<file path="src/rtl/fetch_pc_gen_pkg.sv">
// Shared front-end definitions for the stage-0 fetch PC generator.
package fetch_pc_gen_pkg;

    localparam logic [31:0] DEFAULT_RESET_PC  = 32'h1C00_0000;
    localparam int          FETCH_GROUP_BYTES = 16;
    // log2(FETCH_GROUP_BYTES): byte-offset bits inside one fetch group
    localparam int          GROUP_OFFSET_W    = 4;
    localparam int          SLOT_W            = 4;

    typedef enum logic [1:0] {
        ST_BOOT = 2'd0,
        ST_RUN  = 2'd1,
        ST_HALT = 2'd2
    } fetch_state_t;

endpackage

</file>
<file path="src/rtl/fetch_stage1_reg.sv">
// Stage-1 fetch-group register: flush invalidates, hold freezes, otherwise capture.
module fetch_stage1_reg
    import fetch_pc_gen_pkg::*;
(
    input  logic              clk,
    input  logic              rst_n,
    input  logic              flush_en,
    input  logic              hold,
    input  logic              group_vld,
    input  logic [31:0]       group_pc,
    input  logic [SLOT_W-1:0] group_mask,
    input  logic              btb_hit,
    input  logic [31:0]       btb_target,
    output logic [31:0]       pc_s1,
    output logic              vld_s1,
    output logic [SLOT_W-1:0] mask_s1,
    output logic              taken_s1,
    output logic [31:0]       target_s1
);

    logic taken;

    // A prediction only counts when the group itself is a real fetch
    assign taken = group_vld & btb_hit;

    // Flush has priority over hold; on flush only the valid bit changes
    always_ff @(posedge clk or negedge rst_n) begin
        if (!rst_n) begin
            pc_s1     <= '0;
            vld_s1    <= 1'b0;
            mask_s1   <= '0;
            taken_s1  <= 1'b0;
            target_s1 <= '0;
        end else if (flush_en) begin
            vld_s1    <= 1'b0;
        end else if (!hold) begin
            pc_s1     <= group_pc;
            vld_s1    <= group_vld;
            mask_s1   <= group_vld ? group_mask : '0;
            taken_s1  <= taken;
            target_s1 <= taken ? btb_target : '0;
        end
    end

endmodule

</file>
<file path="src/rtl/fetch_pc_gen.sv">
// Stage-0 fetch PC generator: owns the fetch PC and fetch-request FSM.
//
//   state | meaning
//   BOOT  | first cycle after reset, no request issued
//   RUN   | issuing one fetch group per cycle
//   HALT  | IDLE executed; waits for a backend redirect
module fetch_pc_gen
    import fetch_pc_gen_pkg::*;
#(
    parameter logic [31:0] RESET_PC = DEFAULT_RESET_PC
) (
    input  logic              clk,
    input  logic              rst_n,
    input  logic              flush_en,
    input  logic [31:0]       flush_PC,
    input  logic              fetch_stop,
    input  logic              hold_stage1_2,
    input  logic              BTB_hit,
    input  logic [31:0]       PC_target,
    input  logic [SLOT_W-1:0] inst_vld_stage0,
    output logic [31:0]       PC,
    output logic              PC_vld,
    output logic [31:0]       PC_stage1,
    output logic              vld_stage1,
    output logic [SLOT_W-1:0] inst_vld_stage1,
    output logic              pred_taken_stage1,
    output logic [31:0]       pred_target_stage1
);

    localparam logic [31-GROUP_OFFSET_W:0] GROUP_INC = 1;

    fetch_state_t                state_q, state_d;
    logic [31:0]                 pc_q, pc_d;
    logic [31-GROUP_OFFSET_W:0]  group_next;
    logic                        advance;
    logic [1:0]                  unused_flush_lsb;

    // Redirect targets are word aligned; the low bits are dropped
    assign unused_flush_lsb = flush_PC[1:0];

    assign PC         = pc_q;
    assign PC_vld     = (state_q == ST_RUN);
    assign group_next = pc_q[31:GROUP_OFFSET_W] + GROUP_INC;
    // PC moves on its own only while running, not stalled and not stopping
    assign advance    = PC_vld & ~hold_stage1_2 & ~fetch_stop;

    // State and fetch PC registers
    always_ff @(posedge clk or negedge rst_n) begin
        if (!rst_n) begin
            state_q <= ST_BOOT;
            pc_q    <= RESET_PC;
        end else begin
            state_q <= state_d;
            pc_q    <= pc_d;
        end
    end

    // Next state: redirect always resumes fetching, IDLE parks the FSM
    always_comb begin
        state_d = state_q;
        if (flush_en) begin
            state_d = ST_RUN;
        end else begin
            case (state_q)
                ST_BOOT: state_d = ST_RUN;
                ST_RUN:  state_d = fetch_stop ? ST_HALT : ST_RUN;
                ST_HALT: state_d = ST_HALT;
                default: state_d = ST_BOOT;
            endcase
        end
    end

    // Next PC: redirect, then hold/idle, then prediction, then fall-through
    always_comb begin
        pc_d = pc_q;
        if (flush_en) begin
            pc_d = {flush_PC[31:2], 2'b00};
        end else if (advance) begin
            if (BTB_hit) begin
                pc_d = PC_target;
            end else begin
                pc_d = {group_next, {GROUP_OFFSET_W{1'b0}}};
            end
        end
    end

    fetch_stage1_reg u_stage1 (
        .clk        (clk),
        .rst_n      (rst_n),
        .flush_en   (flush_en),
        .hold       (hold_stage1_2),
        .group_vld  (PC_vld),
        .group_pc   (pc_q),
        .group_mask (inst_vld_stage0),
        .btb_hit    (BTB_hit),
        .btb_target (PC_target),
        .pc_s1      (PC_stage1),
        .vld_s1     (vld_stage1),
        .mask_s1    (inst_vld_stage1),
        .taken_s1   (pred_taken_stage1),
        .target_s1  (pred_target_stage1)
    );

endmodule

</file>
<file path="config.mk">
export PLATFORM = sky130hd
export DESIGN_NAME = fetch_pc_gen
export DESIGN_NICKNAME = d
export VERILOG_FILES = /design/src/rtl/fetch_pc_gen_pkg.sv /design/src/rtl/fetch_stage1_reg.sv /design/src/rtl/fetch_pc_gen.sv
export SDC_FILE = /design/constraint.sdc
export NUM_CORES = 1
export LEC_CHECK = 0
export ABC_CLOCK_PERIOD_IN_PS = 4400
export BUFFER_PORTS_ARGS = -buffer_cell sky130_fd_sc_hd__buf_2
export CORE_MARGIN = 5
export CORE_UTILIZATION = 40
export CTS_BUF_LIST = sky130_fd_sc_hd__clkbuf_4
export DETAILED_ROUTE_END_ITERATION = 10
export PLACE_DENSITY = 0.67
export SLEW_MARGIN = 10
export SYNTH_ARGS = -nofsm -noshare
export SYNTH_HDL_FRONTEND = slang
export SYNTH_SLANG_ARGS = --single-unit
</file>
<file path="constraint.sdc">
create_clock -name clk -period 4.4 [get_ports clk]
set_clock_uncertainty 0.15 [all_clocks]
set_input_delay 0.22 -clock clk [delete_from_list [all_inputs] [get_ports clk]]
set_output_delay 0.22 -clock clk [all_outputs]
set_load 0.005 [all_outputs]
</file>
Word-level counts from Yosys, hierarchy flattened
Cells that the tools add are included.

word-level totals
  flip-flop bits (word level) = 104
  bits in latches = 0
  RAM bits = 0
  bits in read-only memories = 0
  bits of input ports = 74
  output and inout bits = 103
  logic and storage cells = 30
  memories kept = 0

cells by class
  add/sub/neg operators = 1
  multipliers = 0
  divide/modulo/power cells = 0
  order comparisons = 0
  equal/unequal tests = 3
  shift operators = 0
  multiplexer cells = 10
  bitwise operators = 6
  reductions and logical operators = 3

operators by type and width
  cell                   number
  $mux 32                4
  $add 28x1->28 const B  1
  $pmux 2 s3             1
  $mux 2                 2
  $mux 4                 1
  $and 1x1->1            3
  $not 1->1              3
  $eq 2x1->1 const B     1
  $eq 2x2->1 const B     1
  $logic_not 2->1        1
  $mux 1                 2
  $ne 2x2->1 const B     1
  $reduce_and 2->1       1
  $reduce_bool 2->1      1

Logic depth before layout (Yosys ltp)
  depth in word-level cells = 5
  depth in mapped cells = 7
  gate-level depth less buffers = 6

Cells and area by module
Synthesis repeated with hierarchy kept, for this count alone.

unflattened totals
  cell total of the unflattened synthesis = 476
  area, all modules = 4,968.5 um2

modules (own cells, without submodules)
  module            times used  cells an instance  area an instance (um2)  seq. area each (um2)
  fetch_stage1_reg  1           163                2,575.0                 1,751.7
  fetch_pc_gen      1           313                2,393.5                 854.6

Worst setup path before layout
Ideal clock, no wire load.

  kind = register to register
  start = register pc_q[5], in the netlist PC[5]
  end = register pc_q[30], in the netlist PC[30]
  library setup time = 127 ps
  arrival time = 1,564 ps
  required time = 4,123 ps
  slack = 2,559 ps
  cell stages (with the launch flop) = 7
  buffers on the path = 0
  period minus slack after synthesis = 1,841 ps
  cells stage by stage = dfrtp_1 > ha_1 > nand4_1 > nor3_2 > and3_1 > a31oi_1 > nand3b_1

between the ends
  cells in the longest elaborated chain, start to end = 4

RTL lines
  element                 RTL line            text
  from (decl)             fetch_pc_gen.sv:33  logic [31:0] pc_q, pc_d;
  from (signal assigned)  fetch_pc_gen.sv:54  pc_q <= pc_d;
  $add 28x1->28           fetch_pc_gen.sv:43  assign group_next = pc_q[31:GROUP_OFFSET_W] + GROUP_INC;
  $mux 32                 fetch_pc_gen.sv:79  if (BTB_hit) begin
  $mux 32                 fetch_pc_gen.sv:78  end else if (advance) begin
  $mux 32                 fetch_pc_gen.sv:76  if (flush_en) begin

No other way between the ends. The select of a mux whose other input is x is not followed.
A chain may end at the register's enable or synchronous reset.

Final worst setup path
  start = input port hold_stage1_2
  end = register pc_q[11], in the netlist PC[11]

between the ends
  cells in the longest elaborated chain, start to end = 4

RTL lines
  element                             RTL line            text
  from (decl)                         fetch_pc_gen.sv:17  input logic hold_stage1_2,
  $not 1->1 (no source line)          n/a
  $and 1x1->1 (2 in series)           fetch_pc_gen.sv:45  assign advance = PC_vld & ~hold_stage1_2 & ~fetch_stop;
  $reduce_bool 2->1 (no source line)  n/a

No other way between the ends.

==> results.cfg <==
[timing]
setup_viol = 0
fmax_mhz = 325
period_share_pct = 70.0
tightest_slew_ps = 943
relSlewSlack_pct = 37.1
maxSlewViolCount = 0
min_period_ps = 3080
grt_setup_unrepaired = false
timing.setup.tns_ps = 0
final-hold-violation-count = 0

[floorplanning]
core_area_um2 = 12000
row_count = 40
die_area_um2 = 14400
initial_core_util_pct = 40.5
fp.dieH_um = 120
die_w_um = 120
pin_count = 177

[finish]
n_fill_cell = 1033
multi_input_area_um2 = 2090
regArea_um2 = 2610
nets = 806
fin_cells = 883
drive_above_1_share_pct = 28.0
area_growth_pct = 38.2

[worst_setup_path]
arrival_ps = 3320
rr_worst_depth = 6
timing.rr.end = PC[11]$_DFFE_PN0P_
cp.required_ps = 4640
reg2reg_from = state_q[1]$_DFF_PN0_
critPathMaxFanout = 32
startpoint_type = primary input
reg2reg_slack_ps = 1620
crit_type = primary input to flip-flop
worstSetupEndpointType = flip-flop

[clock_tree]
h-tree-depth = 3
numCtsBuffers = 9
clk-insertion-delay-late_ps = 460
cts.sinks = 104
cts_tree = done
postCtsSetupRepairBufs = 0
clk_pin_slew_ps = 160
root_buffer = clkbuf_4
clk_path_buf_depth = 2

[job]
drv_cap = 0

[synth]
ys_ff_latch = 104
syn-num-nets = 578
synth_commonest_cells = nand2_1 (121), dfrtp_1 (101), a22o_1 (43)
synth_edf_count = 0
synth_area_leaders = dfrtp_1 (52%), nand2_1 (9.4%), a22o_1 (7.8%), o21ai_0 (3.9%), a21oi_1 (2.1%)
yosys.area.top_type = dfrtp_1
netlist_instances = 503
ys.flop_type = dfrtp_1
yosysTopAreaCellShare_pct = 52.2
yosysWarnings = 0
avgSynthCellArea_um2 = 9.63
synth.cell_area_um2 = 4840
post-synth-top-count-cell = nand2_1
ys_seq_area_share_pct = 53.8
synth_cell_types = 49
async_reset_ff_share_pct = 100

[place]
dp.cells = 795
dp_hpwl_mm = 10.4
portBuffers = 174
routabilityCongestion = 0.818

[grt]
grt_pass1_wl_mm = 25.5
grt_pass1_vias = 4895
overflow = 0
grt_max_degree = 62
grtUsageTotal_pct = 22.2
grt_antenna_before_repair = 1

[power]
leakage_nw = 3.37
p_per_area_nw_per_um2 = 338
peakVddDrop_v = 0.000187

[detailed_routing]
drc = 0
drtPass1Iterations = 7
wire_per_inst_um = 18.0
finalWirelength_mm = 15.9
ant_nets = 0
dr.first_iter.drc_count = 517
vias = 4796
via_per_inst = 5.43

[worst_hold_path]
min_from = flush_PC[20]
hold-path-endpoint = PC[20]$_DFFE_PN0P_
hp-class = primary input to flip-flop
min_path_cells = 5

[run_status]
status = finished clean
==> report_power, final <==
part	switching [mW]	internal [mW]
Clock	0.308	0.230
Sequential	0.112	1.08
Combinational	0.267	0.263
Total	0.687	1.57
==> flip-flops by register name, summed over array words and instances (netlist names) <==
name and cells:
PC 32, u_stage1.pc_s1 32, u_stage1.target_s1 32, u_stage1.mask_s1 4
state_q 2, u_stage1.taken_s1 1, u_stage1.vld_s1 1
==> cell usage in the layout, fill, tap and decap left out, types with 2 or more instances in the layout <==
cell,instances
and2_1,5
or2_2,3
o311ai_0,2
mux2i_1,5
nand4_1,6
a31oi_1,3
o2bb2ai_1,3
a22o_1,43
nor2_2,2
nand2_1,121
clkbuf_4,10
nor2_1,22
buf_4,6
a41oi_1,3
a221oi_1,3
nor4_4,2
or4_1,2
xor2_1,10
clkinv_1,2
a21oi_1,20
nand3_1,11
and3_1,9
o21ai_0,38
inv_1,8
a222oi_1,4
buf_2,173
dlygate4sd3_1,72
o211ai_1,6
nor3_1,2
xnor2_1,6
dfstp_2,3
bufinv_16,2
a21o_1,2
a22oi_1,3
nand2b_1,2
o21ai_1,4
dfrtp_1,101
==> through the flow <==
| stage | setup slack, ps | hold WS, ps | cell area (um^2) | total power [mW] | util, % |
|---|---|---|---|---|---|
| 2_1_floorplan | 2560 | -226 | 4840 | 1.42 | - |
| 3_3_place_gp | 1550 | 197 | 5820 | 1.67 | 48.7 |
| 3_5_place_dp | 1550 | 205 | 5820 | 1.68 | 48.7 |
| 4_1_cts | 1430 | 0.559 | 6690 | 2.27 | 55.9 |
| 5_1_grt | 1180 | 54.5 | 6690 | 2.39 | 56.0 |
| 6_report | 1320 | 25.0 | 6690 | 2.26 | 56.0 |
==> worst max-delay path by stage <==
stage	from	to	slack, ps
after floorplan	PC[5]$_DFFE_PN0P_	PC[30]$_DFFE_PN0P_	2560
after global placement	flush_en	u_stage1.target_s1[10]$_DFFE_PN0P_	1550
after detailed placement	flush_en	u_stage1.mask_s1[1]$_DFFE_PN0P_	1550
after CTS	hold_stage1_2	PC[11]$_DFFE_PN0P_	1430
after global routing	hold_stage1_2	PC[11]$_DFFE_PN0P_	1180
final	hold_stage1_2	PC[11]$_DFFE_PN0P_	1320
==> area by class of cell <==
type / count / share of cell area, %
Sequential cell: 104 / 38.9
Clock inverter: 5 / 1.08
Multi-Input combinational cell: 357 / 31.2
Inverter: 8 / 0.449
Tap cell: 147 / 2.75
Antenna cell: 1 / 0.0374
Timing Repair Buffer: 251 / 24.4
Clock buffer: 10 / 1.12
==> cell families (layout without fill, tap and decap cells) <==
| logic type | Yosys count | in the layout | share of synthesized area, % |
|---|---|---|---|
| AOI/OAI and AO/OA | 140 | 140 | 20.1 |
| other | 0 | 1 | 0 |
| and+or+nand+nor | 195 | 195 | 18.5 |
| xor gates and xnor gates | 16 | 16 | 2.89 |
| buffers and inverters | 42 | 274 | 3.41 |
| adders and majority gates | 1 | 1 | 0.258 |
| DFF | 104 | 104 | 53.8 |
| muxes | 5 | 5 | 1.03 |
==> timing repair <==
action                    CTS  global route
hold endpoints to repair  127             0
resized for setup           0             0
hold buffers               72             0
==> worst max-delay path, stage by stage <==
cell	delay, ps
dlygate4sd3_1	560
buf_2	160
or2_2	550
nor4_4	850
a22o_1	240
a21oi_1	50
dlygate4sd3_1	610
o21ai_0	70
==> layer usage <==
metal | global-route usage [%] | part of all wire [%]
met2 | 36.4 | 49
met1 | 29.6 | 43
met3 | 3.35 | 6.3
met4 | 8.59 | 2.0
met5 | 0 | 0
Power figures use the tool's default switching activity.
